**src/rtl/charging_out_if.sv**
```systemverilog
// -----------------------------------------------------------------------------
// charging_out_if
//   Result stream from the charging stage to its downstream consumers.
//
//   Handshake: a result moves when out_vld and out_rdy are both 1 at a rising
//   clock edge. The producer holds all payload fields stable while out_vld is
//   1 and out_rdy is 0. The consumer may raise or lower out_rdy regardless of
//   out_vld, and the producer must not wait for out_rdy before asserting
//   out_vld.
//
//   Signals:
//     out_pkt_id      96  packet identifier
//     out_pkt_len     16  packet length in bytes
//     out_cnt_policy   3  one-hot policy (bit0 forward, bit1 sendtohost, bit2 drop)
//     out_cnt_report  22  counter report value
//     out_ul           1  uplink flag
//     out_cnt_en       1  1 = charged packet, 0 = uncharged bypass
//     out_vld          1  result valid (producer)
//     out_rdy          1  consumer can accept (consumer)
// -----------------------------------------------------------------------------
interface charging_out_if;
    logic [95:0] out_pkt_id;
    logic [15:0] out_pkt_len;
    logic [2:0]  out_cnt_policy;
    logic [21:0] out_cnt_report;
    logic        out_ul;
    logic        out_cnt_en;
    logic        out_vld;
    logic        out_rdy;

    modport master (
        output out_pkt_id, out_pkt_len, out_cnt_policy, out_cnt_report,
               out_ul, out_cnt_en, out_vld,
        input  out_rdy
    );

    modport slave (
        input  out_pkt_id, out_pkt_len, out_cnt_policy, out_cnt_report,
               out_ul, out_cnt_en, out_vld,
        output out_rdy
    );
endinterface

```
**src/rtl/charging_out_stats.sv**
```systemverilog
// -----------------------------------------------------------------------------
// charging_out_stats
//   Sink stage behind the charging block. Accepts every result on the
//   charging_out_if stream, classifies it by enforced policy and accumulates
//   saturating per-policy packet and byte counters, a bypass counter and an
//   uplink counter. Tracks the peak number of packets seen in any completed
//   window of WINDOW_CYCLES cycles and pulses on legal / illegal policies.
//
//   Ports:
//     asclk, aresetn         clock, asynchronous active-low reset
//     out_if (slave)         result stream, out_rdy driven here
//     clear_req              one-cycle pulse: zero all statistics
//     *_counting             packets per policy / bypass
//     *_capacity             byte sums per policy
//     ul_count               charged uplink packets
//     pkt_per_sec_max        largest completed-window packet count
//     check_policy           pulse per charged packet with a legal policy
//     check_false_policy     pulse per charged packet with an illegal policy
//     last_pkt_id            id of the most recently accepted packet
//     dbg_state              current FSM state (0 CLEAR, 1 RUN)
// -----------------------------------------------------------------------------
module charging_out_stats #(
    parameter int unsigned WINDOW_CYCLES = 100000000,
    parameter int unsigned RATE_W        = 29,
    parameter int unsigned CNT_W         = 48
) (
    input  logic              asclk,
    input  logic              aresetn,
    charging_out_if.slave     out_if,
    input  logic              clear_req,
    output logic [CNT_W-1:0]  forward_counting,
    output logic [CNT_W-1:0]  sendtohost_counting,
    output logic [CNT_W-1:0]  drop_counting,
    output logic [CNT_W-1:0]  forward_capacity,
    output logic [CNT_W-1:0]  sendtohost_capacity,
    output logic [CNT_W-1:0]  drop_capacity,
    output logic [CNT_W-1:0]  bypass_counting,
    output logic [CNT_W-1:0]  ul_count,
    output logic [RATE_W-1:0] pkt_per_sec_max,
    output logic              check_policy,
    output logic              check_false_policy,
    output logic [95:0]       last_pkt_id,
    output logic [0:0]        dbg_state
);

    typedef enum logic [0:0] {
        ST_CLEAR = 1'b0,
        ST_RUN   = 1'b1
    } state_e;

    state_e state;
    state_e next_state;

    // Goes high on the first edge after reset release; holds the FSM in
    // CLEAR for that edge so out_rdy first rises on the second edge.
    logic rel_q;

    logic [31:0]       win_cyc;
    logic [RATE_W-1:0] win_pkts;

    logic xfer;
    logic clear_stats;
    logic policy_legal;
    logic win_end;
    logic unused_report;

    assign xfer          = out_if.out_vld && out_if.out_rdy;
    assign policy_legal  = (out_if.out_cnt_policy == 3'b001) ||
                           (out_if.out_cnt_policy == 3'b010) ||
                           (out_if.out_cnt_policy == 3'b100);
    // A transfer coinciding with clear_req is accepted but has no effect.
    assign clear_stats   = (state == ST_CLEAR) || clear_req;
    assign win_end       = (win_cyc == 32'(WINDOW_CYCLES - 1));
    assign unused_report = ^out_if.out_cnt_report;
    assign dbg_state     = state;

    function automatic logic [CNT_W-1:0] sat_inc(input logic [CNT_W-1:0] v);
        return (&v) ? v : v + 1'b1;
    endfunction

    function automatic logic [CNT_W-1:0] sat_add(input logic [CNT_W-1:0] v,
                                                 input logic [15:0]      len);
        logic [CNT_W:0] sum;
        sum = {1'b0, v} + (CNT_W + 1)'(len);
        return sum[CNT_W] ? {CNT_W{1'b1}} : sum[CNT_W-1:0];
    endfunction

    // Window packet count including a transfer on the current cycle,
    // saturating at the counter width.
    logic [RATE_W:0]   win_sum;
    logic [RATE_W-1:0] win_next;
    always_comb begin
        win_sum  = {1'b0, win_pkts} + (RATE_W + 1)'(xfer);
        win_next = win_sum[RATE_W] ? {RATE_W{1'b1}} : win_sum[RATE_W-1:0];
    end

    // ---------------- FSM ----------------
    always_comb begin
        next_state = state;
        case (state)
            ST_CLEAR: if (rel_q) next_state = ST_RUN;
            ST_RUN:   if (clear_req) next_state = ST_CLEAR;
            default:  next_state = ST_CLEAR;
        endcase
    end

    always_ff @(posedge asclk or negedge aresetn) begin
        if (!aresetn) begin
            state          <= ST_CLEAR;
            rel_q          <= 1'b0;
            out_if.out_rdy <= 1'b0;
        end else begin
            state          <= next_state;
            rel_q          <= 1'b1;
            out_if.out_rdy <= (next_state == ST_RUN);
        end
    end

    // ---------------- accounting ----------------
    always_ff @(posedge asclk or negedge aresetn) begin
        if (!aresetn) begin
            forward_counting    <= '0;
            sendtohost_counting <= '0;
            drop_counting       <= '0;
            forward_capacity    <= '0;
            sendtohost_capacity <= '0;
            drop_capacity       <= '0;
            bypass_counting     <= '0;
            ul_count            <= '0;
            pkt_per_sec_max     <= '0;
            check_policy        <= 1'b0;
            check_false_policy  <= 1'b0;
            last_pkt_id         <= '0;
            win_cyc             <= '0;
            win_pkts            <= '0;
        end else if (clear_stats) begin
            forward_counting    <= '0;
            sendtohost_counting <= '0;
            drop_counting       <= '0;
            forward_capacity    <= '0;
            sendtohost_capacity <= '0;
            drop_capacity       <= '0;
            bypass_counting     <= '0;
            ul_count            <= '0;
            pkt_per_sec_max     <= '0;
            check_policy        <= 1'b0;
            check_false_policy  <= 1'b0;
            last_pkt_id         <= '0;
            win_cyc             <= '0;
            win_pkts            <= '0;
        end else begin
            check_policy       <= 1'b0;
            check_false_policy <= 1'b0;

            if (xfer) begin
                last_pkt_id <= out_if.out_pkt_id;
                if (!out_if.out_cnt_en) begin
                    bypass_counting <= sat_inc(bypass_counting);
                end else begin
                    if (out_if.out_ul) ul_count <= sat_inc(ul_count);
                    if (policy_legal) begin
                        check_policy <= 1'b1;
                        case (out_if.out_cnt_policy)
                            3'b001: begin
                                forward_counting <= sat_inc(forward_counting);
                                forward_capacity <= sat_add(forward_capacity, out_if.out_pkt_len);
                            end
                            3'b010: begin
                                sendtohost_counting <= sat_inc(sendtohost_counting);
                                sendtohost_capacity <= sat_add(sendtohost_capacity, out_if.out_pkt_len);
                            end
                            default: begin
                                drop_counting <= sat_inc(drop_counting);
                                drop_capacity <= sat_add(drop_capacity, out_if.out_pkt_len);
                            end
                        endcase
                    end else begin
                        check_false_policy <= 1'b1;
                    end
                end
            end

            // A transfer on the last cycle of a window counts toward that window.
            if (win_end) begin
                if (win_next > pkt_per_sec_max) pkt_per_sec_max <= win_next;
                win_pkts <= '0;
                win_cyc  <= '0;
            end else begin
                win_pkts <= win_next;
                win_cyc  <= win_cyc + 32'd1;
            end
        end
    end

endmodule

```
**src/flat_wrapper.sv**
```systemverilog
// flat-port wrapper written by rule: the top's interface ports become plain ports
module charging_out_stats_flat 
#(
    parameter int unsigned WINDOW_CYCLES = 100000000,
    parameter int unsigned RATE_W        = 29,
    parameter int unsigned CNT_W         = 48
)
  (asclk, aresetn, clear_req, forward_counting, sendtohost_counting, drop_counting, forward_capacity, sendtohost_capacity, drop_capacity, bypass_counting, ul_count, pkt_per_sec_max, check_policy, check_false_policy, last_pkt_id, dbg_state, out_if_out_pkt_id, out_if_out_pkt_len, out_if_out_cnt_policy, out_if_out_cnt_report, out_if_out_ul, out_if_out_cnt_en, out_if_out_vld, out_if_out_rdy);
  charging_out_if out_if_i ();
  input  logic asclk;
  input  logic aresetn;
  input  logic clear_req;
  output logic [CNT_W-1:0] forward_counting;
  output logic [CNT_W-1:0] sendtohost_counting;
  output logic [CNT_W-1:0] drop_counting;
  output logic [CNT_W-1:0] forward_capacity;
  output logic [CNT_W-1:0] sendtohost_capacity;
  output logic [CNT_W-1:0] drop_capacity;
  output logic [CNT_W-1:0] bypass_counting;
  output logic [CNT_W-1:0] ul_count;
  output logic [RATE_W-1:0] pkt_per_sec_max;
  output logic check_policy;
  output logic check_false_policy;
  output logic [95:0] last_pkt_id;
  output logic [0:0] dbg_state;
  input wire logic [$bits(out_if_i.out_pkt_id)-1:0] out_if_out_pkt_id;
  input wire logic [$bits(out_if_i.out_pkt_len)-1:0] out_if_out_pkt_len;
  input wire logic [$bits(out_if_i.out_cnt_policy)-1:0] out_if_out_cnt_policy;
  input wire logic [$bits(out_if_i.out_cnt_report)-1:0] out_if_out_cnt_report;
  input wire logic [$bits(out_if_i.out_ul)-1:0] out_if_out_ul;
  input wire logic [$bits(out_if_i.out_cnt_en)-1:0] out_if_out_cnt_en;
  input wire logic [$bits(out_if_i.out_vld)-1:0] out_if_out_vld;
  output wire logic [$bits(out_if_i.out_rdy)-1:0] out_if_out_rdy;
  assign out_if_i.out_pkt_id = out_if_out_pkt_id;
  assign out_if_i.out_pkt_len = out_if_out_pkt_len;
  assign out_if_i.out_cnt_policy = out_if_out_cnt_policy;
  assign out_if_i.out_cnt_report = out_if_out_cnt_report;
  assign out_if_i.out_ul = out_if_out_ul;
  assign out_if_i.out_cnt_en = out_if_out_cnt_en;
  assign out_if_i.out_vld = out_if_out_vld;
  assign out_if_out_rdy = out_if_i.out_rdy;
  charging_out_stats #(.WINDOW_CYCLES(WINDOW_CYCLES), .RATE_W(RATE_W), .CNT_W(CNT_W)) u_core (.asclk(asclk), .aresetn(aresetn), .out_if(out_if_i), .clear_req(clear_req), .forward_counting(forward_counting), .sendtohost_counting(sendtohost_counting), .drop_counting(drop_counting), .forward_capacity(forward_capacity), .sendtohost_capacity(sendtohost_capacity), .drop_capacity(drop_capacity), .bypass_counting(bypass_counting), .ul_count(ul_count), .pkt_per_sec_max(pkt_per_sec_max), .check_policy(check_policy), .check_false_policy(check_false_policy), .last_pkt_id(last_pkt_id), .dbg_state(dbg_state));
endmodule
```
**config.mk**
```make
export PLATFORM = sky130hd
export DESIGN_NAME = charging_out_stats_flat
export DESIGN_NICKNAME = d
export VERILOG_FILES = /design/src/rtl/charging_out_if.sv /design/src/rtl/charging_out_stats.sv /design/src/flat_wrapper.sv
export SDC_FILE = /design/constraint.sdc
export NUM_CORES = 1
export LEC_CHECK = 0
export ABC_AREA = 0
export CORE_MARGIN = 3
export CORE_UTILIZATION = 30
export DETAILED_ROUTE_END_ITERATION = 12
export GPL_TIMING_DRIVEN = 0
export SLEW_MARGIN = 10
export SYNTH_ARGS = -nofsm -noshare
export SYNTH_HDL_FRONTEND = slang
export SYNTH_SLANG_ARGS = --single-unit
```
**constraint.sdc**
```tcl
create_clock -name asclk -period 6.7 [get_ports asclk]
set_clock_uncertainty 0.05 [all_clocks]
set_input_delay 1.34 -clock asclk [delete_from_list [all_inputs] [get_ports asclk]]
set_output_delay 1.34 -clock asclk [all_outputs]
set_load 0.03 [all_outputs]
```
Word level (Yosys, flattened, before mapping)

Cells that the tools add are included.

Flip-flop bits (word level): 574
Word-level logic and storage cells: 132
Output and inout bits: 513

Mux-type cells: 66
Magnitude comparators: 1
Reduce and logical (&&, ||, !) cells: 27
Eq/ne operators: 11
Bitwise logic cells: 1
$add $sub $neg: 10

Operators with widths:

| cell                    | count |
|---|---|
| $mux W48                | 45 |
| $add A48 B1 Y48 const B | 5 |
| $reduce_and A48 Y1      | 5 |
| $mux W96                | 2 |
| $mux W29                | 6 |
| $add A48 B16 Y49        | 3 |
| $mux W32                | 2 |
| $add A32 B1 Y32 const B | 1 |
| $eq A32 B27 Y1 const B  | 1 |
| $add A29 B1 Y30         | 1 |
| $gt A29 B29 Y1          | 1 |
| $reduce_and A4 Y1       | 4 |
| $reduce_bool A2 Y1      | 8 |
| $reduce_and A5 Y1       | 3 |
| $ne A2 B1 Y1 const B    | 7 |
| $mux W1                 | 10 |
| $eq A3 B1 Y1 const B    | 1 |
| $eq A3 B2 Y1 const B    | 1 |
| $eq A3 B3 Y1 const B    | 1 |
| $logic_or A1 B1 Y1      | 3 |
| $reduce_and A3 Y1       | 1 |
| $pmux W1 S2             | 1 |
| $reduce_and A2 Y1       | 1 |
| $reduce_or A2 Y1        | 1 |
| other kinds (2)         | 2 |

Depth between registers and ports, before layout

Depth after elaboration: 7
Depth in mapped cells: 22
Gate-level depth less buffers: 18

Least setup slack after synthesis

Ideal clock, no wire load.

Path type: input to register
Start: input port out_if_out_vld
End: register u_core.pkt_per_sec_max[10]
Data arrival time: 6.770 ns
Buffers on the path: 5
Data required time: 6.556 ns
Cell stages on the path: 21
Setup slack: -0.214 ns
Setup time: 0.094 ns
Cell sequence: clkbuf_1 -> clkbuf_1 -> buf_1 -> and2_1 -> ha_1 -> nand3_1 -> nor4_1 -> and3_1 -> nand3_1 -> clkbuf_1 -> nand2_1 -> ha_1 -> a21oi_1 -> nor2_1 -> a2111oi_0 -> o21bai_1 -> a32o_1 -> o311ai_2 -> clkbuf_1 -> nor2_1 -> a211oi_1

Word-level cells in the longest chain between the ends: 6
Elaborated cells on any way between the ends: 9
Those cells by class: add/sub (1); order compare (1); mux (4); reduce/logical (3)

RTL lines:

| what                                                     | RTL line                  | RTL |
|---|---|---|
| from (decl)                                              | flat_wrapper.sv:32        | `input wire logic [$bits(out_if_i.out_vld)-1:0] out_if_out_vld;` |
| $logic_and A1 B1 Y1 (*)                                  | charging_out_stats.sv:67  | `assign xfer = out_if.out_vld && out_if.out_rdy;` |
| $add A29 B1 Y30 (*)                                      | charging_out_stats.sv:93  | `win_sum = {1'b0, win_pkts} + (RATE_W + 1)'(xfer);` |
| $mux W29 (*)                                             | charging_out_stats.sv:94  | `win_next = win_sum[RATE_W] ? {RATE_W{1'b1}} : win_sum[RATE_W-1:0];` |
| $gt A29 B29 Y1 or $mux W29 (tied branches)               | charging_out_stats.sv:185 | `if (win_next > pkt_per_sec_max) pkt_per_sec_max <= win_next;` |
| $reduce_bool A2 Y1 (no line) or $mux W29 (tied branches) | -                         |  |
| $reduce_and A2 Y1 (no line) or $mux W29 (tied branches)  | -                         |  |
| to (signal assigned)                                     | charging_out_stats.sv:185 |  |
| to (decl)                                                | charging_out_stats.sv:39  | `output logic [RATE_W-1:0] pkt_per_sec_max,` |

Every way passes the cells marked *; elsewhere a longest branch is shown, timed or not. The select of a mux whose other input is x is not followed.
A chain may end at the register's enable or synchronous reset.

Worst setup path after layout

Start: input port out_if_out_vld
End: register u_core.pkt_per_sec_max[6]

Same word-level chain as after synthesis.

==> results.md <==
* P per Cell Area at 205 nW/µm²
* Sequential area share after synthesis at 47.1%
* Post-Synthesis Cells at 3315
* Top Usage Layer GRT: met2
* Critical path arrival at 6830 ps
* Worst setup EP type: flip-flop
* Post-Syn Area at 30500 µm²
* Avg WL per Cell at 21.1 µm
* CTS tree: done
* Max Cap Violations at 0
* Critical path fanouts, max at 10
* Number of port buffers at 632
* Mean Syn Cell Area at 9.21 µm²
* Critical path, cell by cell: clkbuf_2, buf_4, buf_4, and2_1, ha_1, ha_1, nand2_1, nor4_2, and3_1, nand3_1, xor2_1, nand2_1, ha_1, nand2_1, nor2_1, a2111oi_0, o21bai_1, a32o_1, o311ai_4, clkbuf_2, nor2_1, a211oi_1
* Critical Path Start Type: input port
* Worst-Skew Late Latency at 620 ps
* Placement row count at 116
* Fraction of layout cells with a size suffix above 1 at 4.23%
* Final period util at 95.1%
* Most common cell after layout, fill and taps aside: clkdlybuf4s50_1
* CTS buffer count at 72
* Post-DP Area at 38700 µm²
* Syn Nets at 3546
* Leakage at 17.0 nW
* Met3 Use GR at 5.53%
* Maximum vdd drop at 154 µV
* Via-per-instance ratio at 5.07
* Final hold slack at 449 ps
* Crit-path max cell delay at 720 ps
* Die Area at 106000 µm²
* GR Layer Usage met2 at 35.8%
* CP max stage cell: nor4_2
* H-tree levels at 3
* GRT Util Overall at 21.2%
* Die height at 325 µm
* Core area at 100000 µm²
* Most used DFF post-synth: dfrtp_1
* Required @ worst endpoint at 7160 ps
* TNS Setup at 0 ps
* Number of hold violations in the final report at 0
* Fin worst setup slack at 330 ps
* CTS Root Cell: clkbuf_16
* GRT overflow at 0
* Overall routed net length at 115000 µm
* Peak Freq at 157 MHz
* Fin crit period at 6370 ps
* Status: finished, final reports clean
* Finished Cell Area at 41300 µm²
* Detail Route Antenna Nets at 0
* Relative slew slack at 14.2%
* Pre-antenna DRT Iters at 5
* Vias in the first global route at 27200
* Ys async rst share at 100%
* Most frequent cells in the layout: clkdlybuf4s50_1 (631), dfrtp_1 (574), nor2_1 (510)
* Final setup viols at 0
* CTS Sinks at 574
* IO Pins at 656
* First-pass GRT wire length at 174000 µm
* DP Worst Slack at -2480 ps
* DRC viols at 0
* Slew Limit Fails at 0
* Layout area overhead at 35.4%
* Via Count at 27600
* Core Util, Final at 41.1%
* Routability cong. at 0.927
* Initial antenna violation count at 2
* EDFF count, synth at 0
* Reg clk slew, reported paths at 60 ps
* YS warnings at 0
* Slew @ Worst Pin at 1290 ps
* Pin count of the biggest net entering global routing at 107
* Synthesis-stage register bit count at 574
* Detailed Place HPWL at 87400 µm
* Netlist cell types at 83
* Filler Cells Inserted at 10100
* Crit Path Category: input port to flip-flop
* Die W at 325 µm
* Initial Utilization at 30.4%
* Deepest clock path buffer count at 3
* Worst hold path type: flip-flop to flip-flop
* Grt met1 use at 26.5%
* Layout Nets at 4263
* DR iter-0 viols at 1729
* Hold buffer count at CTS at 0
per-layer routing:
metal / part of all wire, % / up-vias / wire length, µm
met5: 0 / - / 0
met4: 3.2 / 0 / 3630
met3: 6.9 / 170 / 7950
met2: 48 / 840 / 55500
met1: 42 / 13500 / 47900
li1: - / 13100 / -
worst max-delay path: cells and delay by family:
| family | cells | cell delay (ps) |
|---|---|---|
| AND/OR/NAND/NOR | 9 | 1750 |
| AO/OA/AOI/OAI | 5 | 1500 |
| buffers and inverters | 4 | 1300 |
| XOR/XNOR | 1 | 180 |
| adder cells (fa/ha/maj) | 3 | 740 |
Yosys cell counts, types with 86 or more instances:
library cell | n | share of area [%]
mux2i_1 | 109 | 3.6
a21oi_1 | 140 | 2.3
xnor2_1 | 130 | 3.7
inv_1 | 86 | 1.1
o21ai_0 | 181 | 3.0
xor2_1 | 188 | 5.4
nand4_1 | 96 | 2.0
clkbuf_1 | 117 | 1.4
dfrtp_1 | 574 | 47
nand2_1 | 310 | 3.8
nor2_1 | 510 | 6.3
nand3_1 | 184 | 3.0
cells by family after synthesis:
| kind of cell | share of synthesized area (%) |
|---|---|
| compound gates | 10.5 |
| xor+xnor | 9.13 |
| fa+ha+maj | 3.68 |
| buf+inv | 2.82 |
| flops | 47.1 |
| mux | 3.65 |
| other cells | 0.0123 |
| simple gates | 23.1 |
final cells by class:
cell class	count	area [µm²]	share of cell area [%]
inverter	86	323	0.782
multi-input combinational	2522	15300	37.1
antenna	2	5.00	0.0121
timing repair buffer	643	6530	15.8
clock inverter	26	404	0.978
sequential	574	14400	34.8
buffer	133	554	1.34
tap	1357	1700	4.11
clock buffer	102	2100	5.08
what timing repair did:
item                       in CTS  in global routing
pin swaps                       0                  2
setup endpoints to repair      29                 29
gates cloned                    0                  0
resized for setup              13                  3
setup buffers                   0                  5
sequential cells by signal (all words and copies together) (netlist names):
| name | cells |
|---|---|
| u_core.bypass_counting | 48 |
| u_core.check_false_policy | 1 |
| u_core.check_policy | 1 |
| u_core.drop_capacity | 48 |
| u_core.drop_counting | 48 |
| u_core.forward_capacity | 48 |
| u_core.forward_counting | 48 |
| u_core.last_pkt_id | 96 |
| u_core.out_if.out_rdy | 1 |
| u_core.pkt_per_sec_max | 29 |
| u_core.rel_q | 1 |
| u_core.sendtohost_capacity | 48 |
| u_core.sendtohost_counting | 48 |
| u_core.ul_count | 48 |
| u_core.win_cyc | 32 |
| u_core.win_pkts | 29 |
metrics by stage:
stage          power [mW]  instances
2_1_floorplan        3.94       3315
3_3_place_gp         4.37       5304
3_5_place_dp         4.37       5310
4_1_cts              8.58       5438
5_1_grt              8.77       5445
6_report             8.45       5445
power by group:
| group | switching (mW) | leakage, nW | total, mW | internal (mW) |
|---|---|---|---|---|
| Combinational | 0.505 | 7.81 | 0.753 | 0.248 |
| Clock | 1.59 | 1.23 | 4.16 | 2.57 |
| Sequential | 0.0343 | 7.99 | 3.54 | 3.51 |
path summary, 6_finish.rpt:
path                            depth (start not counted)  slack (ps)             startpoint                    endpoint
worst max-delay path                                   22         330         out_if_out_vld   u_core.pkt_per_sec_max[6]
max in group asynchronous                               4        4350                aresetn  u_core.bypass_counting[25]
worst max register to register                         19        1580  u_core.out_if.out_rdy   u_core.pkt_per_sec_max[6]
min in group asynchronous                               1         580                aresetn    u_core.drop_capacity[42]
worst min-delay path                                    1         450      u_core.win_cyc[0]           u_core.win_cyc[0]
worst min register to register                          1         450      u_core.win_cyc[0]           u_core.win_cyc[0]
(Power assumes the default switching activity.)
